File: src/rtl/exe_mem_skid_reg_pkg.sv
// Shared definitions for the EXE/MEM skid register: occupancy states,
// status-register bit positions and default path widths.
package exe_mem_skid_reg_pkg;

  localparam int DEFAULT_DATA_W     = 32;
  localparam int DEFAULT_REG_ADDR_W = 4;

  localparam int SR_W = 4;
  localparam int SR_N = 3;
  localparam int SR_Z = 2;
  localparam int SR_C = 1;
  localparam int SR_V = 0;

  typedef enum logic [1:0] {
    ST_EMPTY = 2'd0,
    ST_ONE   = 2'd1,
    ST_TWO   = 2'd2
  } occ_state_e;

endpackage

File: src/rtl/exe_mem_skid_reg_status_reg.sv
// Load-enabled status register {N,Z,C,V} with synchronous active-high reset.
module status_reg
  import exe_mem_skid_reg_pkg::*;
(
  input  logic            clk,
  input  logic            rst,
  input  logic            load,
  input  logic [SR_W-1:0] d,
  output logic [SR_W-1:0] q
);

  // Status register: clear on reset, capture flags on load, otherwise hold.
  always_ff @(posedge clk) begin
    if (rst) begin
      q <= 4'b0000;
    end else if (load) begin
      q <= d;
    end else begin
      q <= q;
    end
  end

endmodule

File: src/rtl/exe_mem_skid_reg.sv
// Two-entry skid FIFO between EXE and MEM; in_ready and out_valid are
// registered so neither side sees a combinational path from the other.
module exe_mem_skid_reg
  import exe_mem_skid_reg_pkg::*;
#(
  parameter int DATA_W     = DEFAULT_DATA_W,
  parameter int REG_ADDR_W = DEFAULT_REG_ADDR_W
) (
  input  logic                  clk,
  input  logic                  rst,
  input  logic                  in_valid,
  output logic                  in_ready,
  input  logic [DATA_W-1:0]     alu_res,
  input  logic [SR_W-1:0]       status_bits,
  input  logic                  s_bit,
  input  logic                  wb_en,
  input  logic                  mem_r_en,
  input  logic                  mem_w_en,
  input  logic [DATA_W-1:0]     val_rm,
  input  logic [REG_ADDR_W-1:0] dest,
  input  logic                  flush,
  output logic                  out_valid,
  input  logic                  out_ready,
  output logic [DATA_W-1:0]     out_alu_res,
  output logic [DATA_W-1:0]     out_val_rm,
  output logic [REG_ADDR_W-1:0] out_dest,
  output logic                  out_wb_en,
  output logic                  out_mem_r_en,
  output logic                  out_mem_w_en,
  output logic [SR_W-1:0]       sr,
  output logic                  sr_c
);

  occ_state_e state_r;
  occ_state_e state_next_s;
  logic       in_ready_r;
  logic       out_valid_r;
  logic       wr_ptr_r;
  logic       rd_ptr_r;
  logic       push_s;
  logic       pop_s;
  logic       sr_load_s;

  logic [DATA_W-1:0]     alu_mem_r [2];
  logic [DATA_W-1:0]     rm_mem_r  [2];
  logic [REG_ADDR_W-1:0] dest_mem_r[2];
  logic [1:0]            wb_mem_r;
  logic [1:0]            mr_mem_r;
  logic [1:0]            mw_mem_r;

  // A push arriving with flush is dropped, and flush also blocks the pop.
  assign push_s    = in_valid & in_ready_r & ~flush;
  assign pop_s     = out_valid_r & out_ready & ~flush;
  assign sr_load_s = push_s & s_bit;

  // Occupancy next-state: push/pop bookkeeping, flush forces empty.
  always_comb begin
    state_next_s = state_r;
    if (flush) begin
      state_next_s = ST_EMPTY;
    end else begin
      case (state_r)
        ST_EMPTY: state_next_s = push_s ? ST_ONE : ST_EMPTY;
        ST_ONE: begin
          if (push_s && !pop_s) begin
            state_next_s = ST_TWO;
          end else if (pop_s && !push_s) begin
            state_next_s = ST_EMPTY;
          end else begin
            state_next_s = ST_ONE;
          end
        end
        ST_TWO:   state_next_s = pop_s ? ST_ONE : ST_TWO;
        default:  state_next_s = ST_EMPTY;
      endcase
    end
  end

  // State, pointers and registered handshake outputs.
  always_ff @(posedge clk) begin
    if (rst) begin
      state_r     <= ST_EMPTY;
      wr_ptr_r    <= 1'b0;
      rd_ptr_r    <= 1'b0;
      in_ready_r  <= 1'b1;
      out_valid_r <= 1'b0;
    end else begin
      state_r     <= state_next_s;
      in_ready_r  <= (state_next_s != ST_TWO);
      out_valid_r <= (state_next_s != ST_EMPTY);
      if (flush) begin
        wr_ptr_r <= 1'b0;
        rd_ptr_r <= 1'b0;
      end else begin
        wr_ptr_r <= wr_ptr_r + {1'b0, push_s};
        rd_ptr_r <= rd_ptr_r + {1'b0, pop_s};
      end
    end
  end

  // Entry storage: written only on an accepted push, so a stalled head holds.
  always_ff @(posedge clk) begin
    if (rst) begin
      for (int i = 0; i < 2; i++) begin
        alu_mem_r[i]  <= {DATA_W{1'b0}};
        rm_mem_r[i]   <= {DATA_W{1'b0}};
        dest_mem_r[i] <= {REG_ADDR_W{1'b0}};
      end
      wb_mem_r <= 2'b00;
      mr_mem_r <= 2'b00;
      mw_mem_r <= 2'b00;
    end else if (push_s) begin
      alu_mem_r[wr_ptr_r]  <= alu_res;
      rm_mem_r[wr_ptr_r]   <= val_rm;
      dest_mem_r[wr_ptr_r] <= dest;
      wb_mem_r[wr_ptr_r]   <= wb_en;
      mr_mem_r[wr_ptr_r]   <= mem_r_en;
      mw_mem_r[wr_ptr_r]   <= mem_w_en;
    end else begin
      wb_mem_r <= wb_mem_r;
      mr_mem_r <= mr_mem_r;
      mw_mem_r <= mw_mem_r;
    end
  end

  status_reg u_status_reg (
    .clk  (clk),
    .rst  (rst),
    .load (sr_load_s),
    .d    (status_bits),
    .q    (sr)
  );

  assign in_ready     = in_ready_r;
  assign out_valid    = out_valid_r;
  assign out_alu_res  = alu_mem_r[rd_ptr_r];
  assign out_val_rm   = rm_mem_r[rd_ptr_r];
  assign out_dest     = dest_mem_r[rd_ptr_r];
  // Controls are gated so an empty buffer never triggers writeback or memory.
  assign out_wb_en    = out_valid_r & wb_mem_r[rd_ptr_r];
  assign out_mem_r_en = out_valid_r & mr_mem_r[rd_ptr_r];
  assign out_mem_w_en = out_valid_r & mw_mem_r[rd_ptr_r];
  assign sr_c         = sr[SR_C];

endmodule

File: config.mk
export PLATFORM = sky130hd
export DESIGN_NAME = exe_mem_skid_reg
export DESIGN_NICKNAME = d
export VERILOG_FILES = /design/src/rtl/exe_mem_skid_reg_pkg.sv /design/src/rtl/exe_mem_skid_reg_status_reg.sv /design/src/rtl/exe_mem_skid_reg.sv
export SDC_FILE = /design/constraint.sdc
export NUM_CORES = 1
export LEC_CHECK = 0
export CAP_MARGIN = 30
export CORE_MARGIN = 10
export CORE_UTILIZATION = 45
export CTS_CLUSTER_DIAMETER = 100
export CTS_CLUSTER_SIZE = 24
export DETAILED_ROUTE_END_ITERATION = 10
export GPL_ROUTABILITY_DRIVEN = 0
export PLACE_DENSITY = 0.74
export RECOVER_POWER = 50
export SLEW_MARGIN = 20
export SYNTH_ARGS = -nofsm -noshare
export SYNTH_HDL_FRONTEND = slang
export SYNTH_SLANG_ARGS = --single-unit
File: constraint.sdc
create_clock -name clk -period 4.3 [get_ports clk]
set_input_delay 0.43 -clock clk [delete_from_list [all_inputs] [get_ports clk]]
set_output_delay 0.43 -clock clk [all_outputs]
set_load 0.005 [all_outputs]
==> metrics.cfg <==
[critical_path]
start_kind = primary input
crit_arrival_ns = 3.40
required_ns = 4.41
reg2reg_slack_ns = 1.28
worst_setup_path_end_kind = flip-flop
path_class = in2reg
cp_max_fo = 41

[finish]
layoutNonFillerInstCount = 795
layout-drive-gt1-share_pct = 16.7
nNetsFinal = 681
area_growth_pct = 34.4
diodes = 0
final_common_cell = clkdlybuf4s50_1
most-common-layout-cells = clkdlybuf4s50_1 (149), edfxtp_1 (136), and2_1 (98), mux2_2 (68), and2_0 (39)

[yosys]
synth_edf_count = 136
async_flop_share_pct = 0
postSynthNetCount = 523
synth-main-ff-cell = edfxtp_1
syn_avg_cell_area_um2 = 15.0
netlist_instances = 440
ys_ff_latch = 152
ys_warn_count = 0
ys_types = 30
synth_area_um2 = 6590
yosysSeqAreaShare_pct = 66.9

[pwr]
p_int_mw = 2.70
max-vdd-ir-drop_mv = 0.238
p_leak_nw = 3.26
power-per-cell-area_nw_per_um2 = 382
switching_power_uw = 676
comb_power_share_pct = 8.9
clkPwrFrac_pct = 40.9
p_total_mw = 3.38
p_sw_share_pct = 20.0
seqPwrFrac_pct = 50.2

[floorplanning]
coreArea_um2 = 14400
die_w_um = 141
start_util_pct = 45.7
die_h_um = 141
core.rowCount = 44
die-area_um2 = 19900
ios = 159

[grt]
grt_max_degree = 73
grt_pass1_wl_um = 22700
grt_overflow = 0
track_usage_pct = 14.7
grt_pass1_vias = 4279
antenna_found_initial = 0

[clock_network]
cts_made_buffers = 17
cts_buffer_depth = 2
cts_tree = built
cts_hold_buf = 0
ctsResizeCount = 0
clk_pin_slew_ns = 0.06
numClockSinks = 152
cts_setup_buffers = 0
htreeDepth = 4
cts_root_buf = clkbuf_16
clk_latency_ns = 0.41

[sta]
finalMaxSlewViolations = 61
period_needed_ns = 3.29
rsz0062_at_grt = false
setup_tns_ns = 0
slew_headroom_pct = -32.4
worstMarginPinSlew_ns = 1.99
hold_viol = 0
fmax_ghz = 0.304
fin_crit_sh_pct = 76.5
setup_viol = 0
fin_skew_ns = 0.00359

[route]
postRouteAntennaNets = 0
drt_wl_total_um = 14300
drc_errors = 0
via_count = 3992
avgRoutedWirePerCell_um = 18.0
firstDrtPassIters = 6
drt_first_iter_violations = 204
via_per_inst = 5.02

[run_status]
status = complete, but fails checks
violations = capacitance limit, slew limit

[placed_design]
dp_hpwl_um = 9000
post-place-cells = 760
port_buffers = 158

[flow_run]
drv_cap = 2

[worst_hold_path]
min_path_type = reg2reg

==> state kept, by name, summed over array words and instances (netlist names), 2 cells and up <==
signal          cells
alu_mem_r          64
rm_mem_r           64
dest_mem_r          8
u_status_reg.q      4
mr_mem_r            2
mw_mem_r            2
state_r             2
wb_mem_r            2
==> stage by stage <==
stage / worst slack (ns) / util (%) / hold slack (ns) / area (um^2)
after floorplan: 2.04 / - / 0.453 / 6590
after global placement: 1.60 / 57.4 / 0.441 / 8280
after detailed placement: 1.53 / 57.4 / 0.450 / 8280
after CTS: 1.45 / 61.2 / 0.462 / 8820
after global routing: 0.757 / 61.4 / 0.486 / 8860
final: 1.01 / 61.4 / 0.456 / 8860
==> final timing paths <==
path,from,endpoint,depth (start not counted)
setup reg to reg,in_ready,alu_mem_r[0][16],4
hold reg to reg,u_status_reg.q[0],u_status_reg.q[0],2
hold / removal,u_status_reg.q[0],u_status_reg.q[0],2
setup / recovery,flush,alu_mem_r[0][16],5
==> power groups by stage <==
stage	logic [mW]	clock network (mW)	registers, mW
detailed placement	0.299	0	1.73
CTS	0.302	1.40	1.70
global placement	0.296	0	1.73
finish	0.300	1.38	1.70
global route	0.326	1.47	1.71
floorplan	0.107	0	1.72
==> cell families after synthesis <==
logic type      after synthesis  share of synthesized area (%)
simple gates                170                           16.1
flops                       152                           66.9
mux                          77                           13.0
buf+inv                      27                           2.39
compound gates               11                           1.12
fa+ha+maj                     2                          0.380
xor+xnor                      1                          0.133
==> final cells by class <==
cell class | instances | area [um^2]
Fill cell | 1142 | 5570
Sequential cell | 152 | 4410
Multi-Input combinational cell | 261 | 2000
Timing Repair Buffer | 163 | 1660
Clock buffer | 20 | 437
Tap cell | 184 | 230
Clock inverter | 12 | 109
Inverter | 3 | 11.3
==> critical path, stage by stage <==
cell and delay [ns]:
dlygate4sd3_1 0.58, nand3b_1 0.31, nor3_1 0.26, or2_1 1.49, buf_12 0.30
==> cell usage after synthesis (2+ instances only) <==
cell type  count  area, um^2
mux2i_1        9        90.1
buf_2          8        40.0
clkbuf_2      10        50.1
nor2b_1        5        31.3
or2_2          2        12.5
buf_6          4        45.0
dfxtp_1       16         320
nand3_1        5        25.0
nor2_1         9        33.8
inv_1          3        11.3
nor3_4         2        32.5
ha_1           2        25.0
mux2_2        68         766
and2_1       137         857
a21oi_1        6        30.0
edfxtp_1     136        4080
nand2_1        5        18.8
==> layer usage <==
metal  track usage [%]  up-vias  wire (um)
met5                 0        -          0
met2              23.2      145       6890
met3              7.09       11       1320
met1              17.3     1959       5960
li1                  -     1877          -
met4              4.89        0        119
Note: power is estimated with default switching activity, not from simulation.
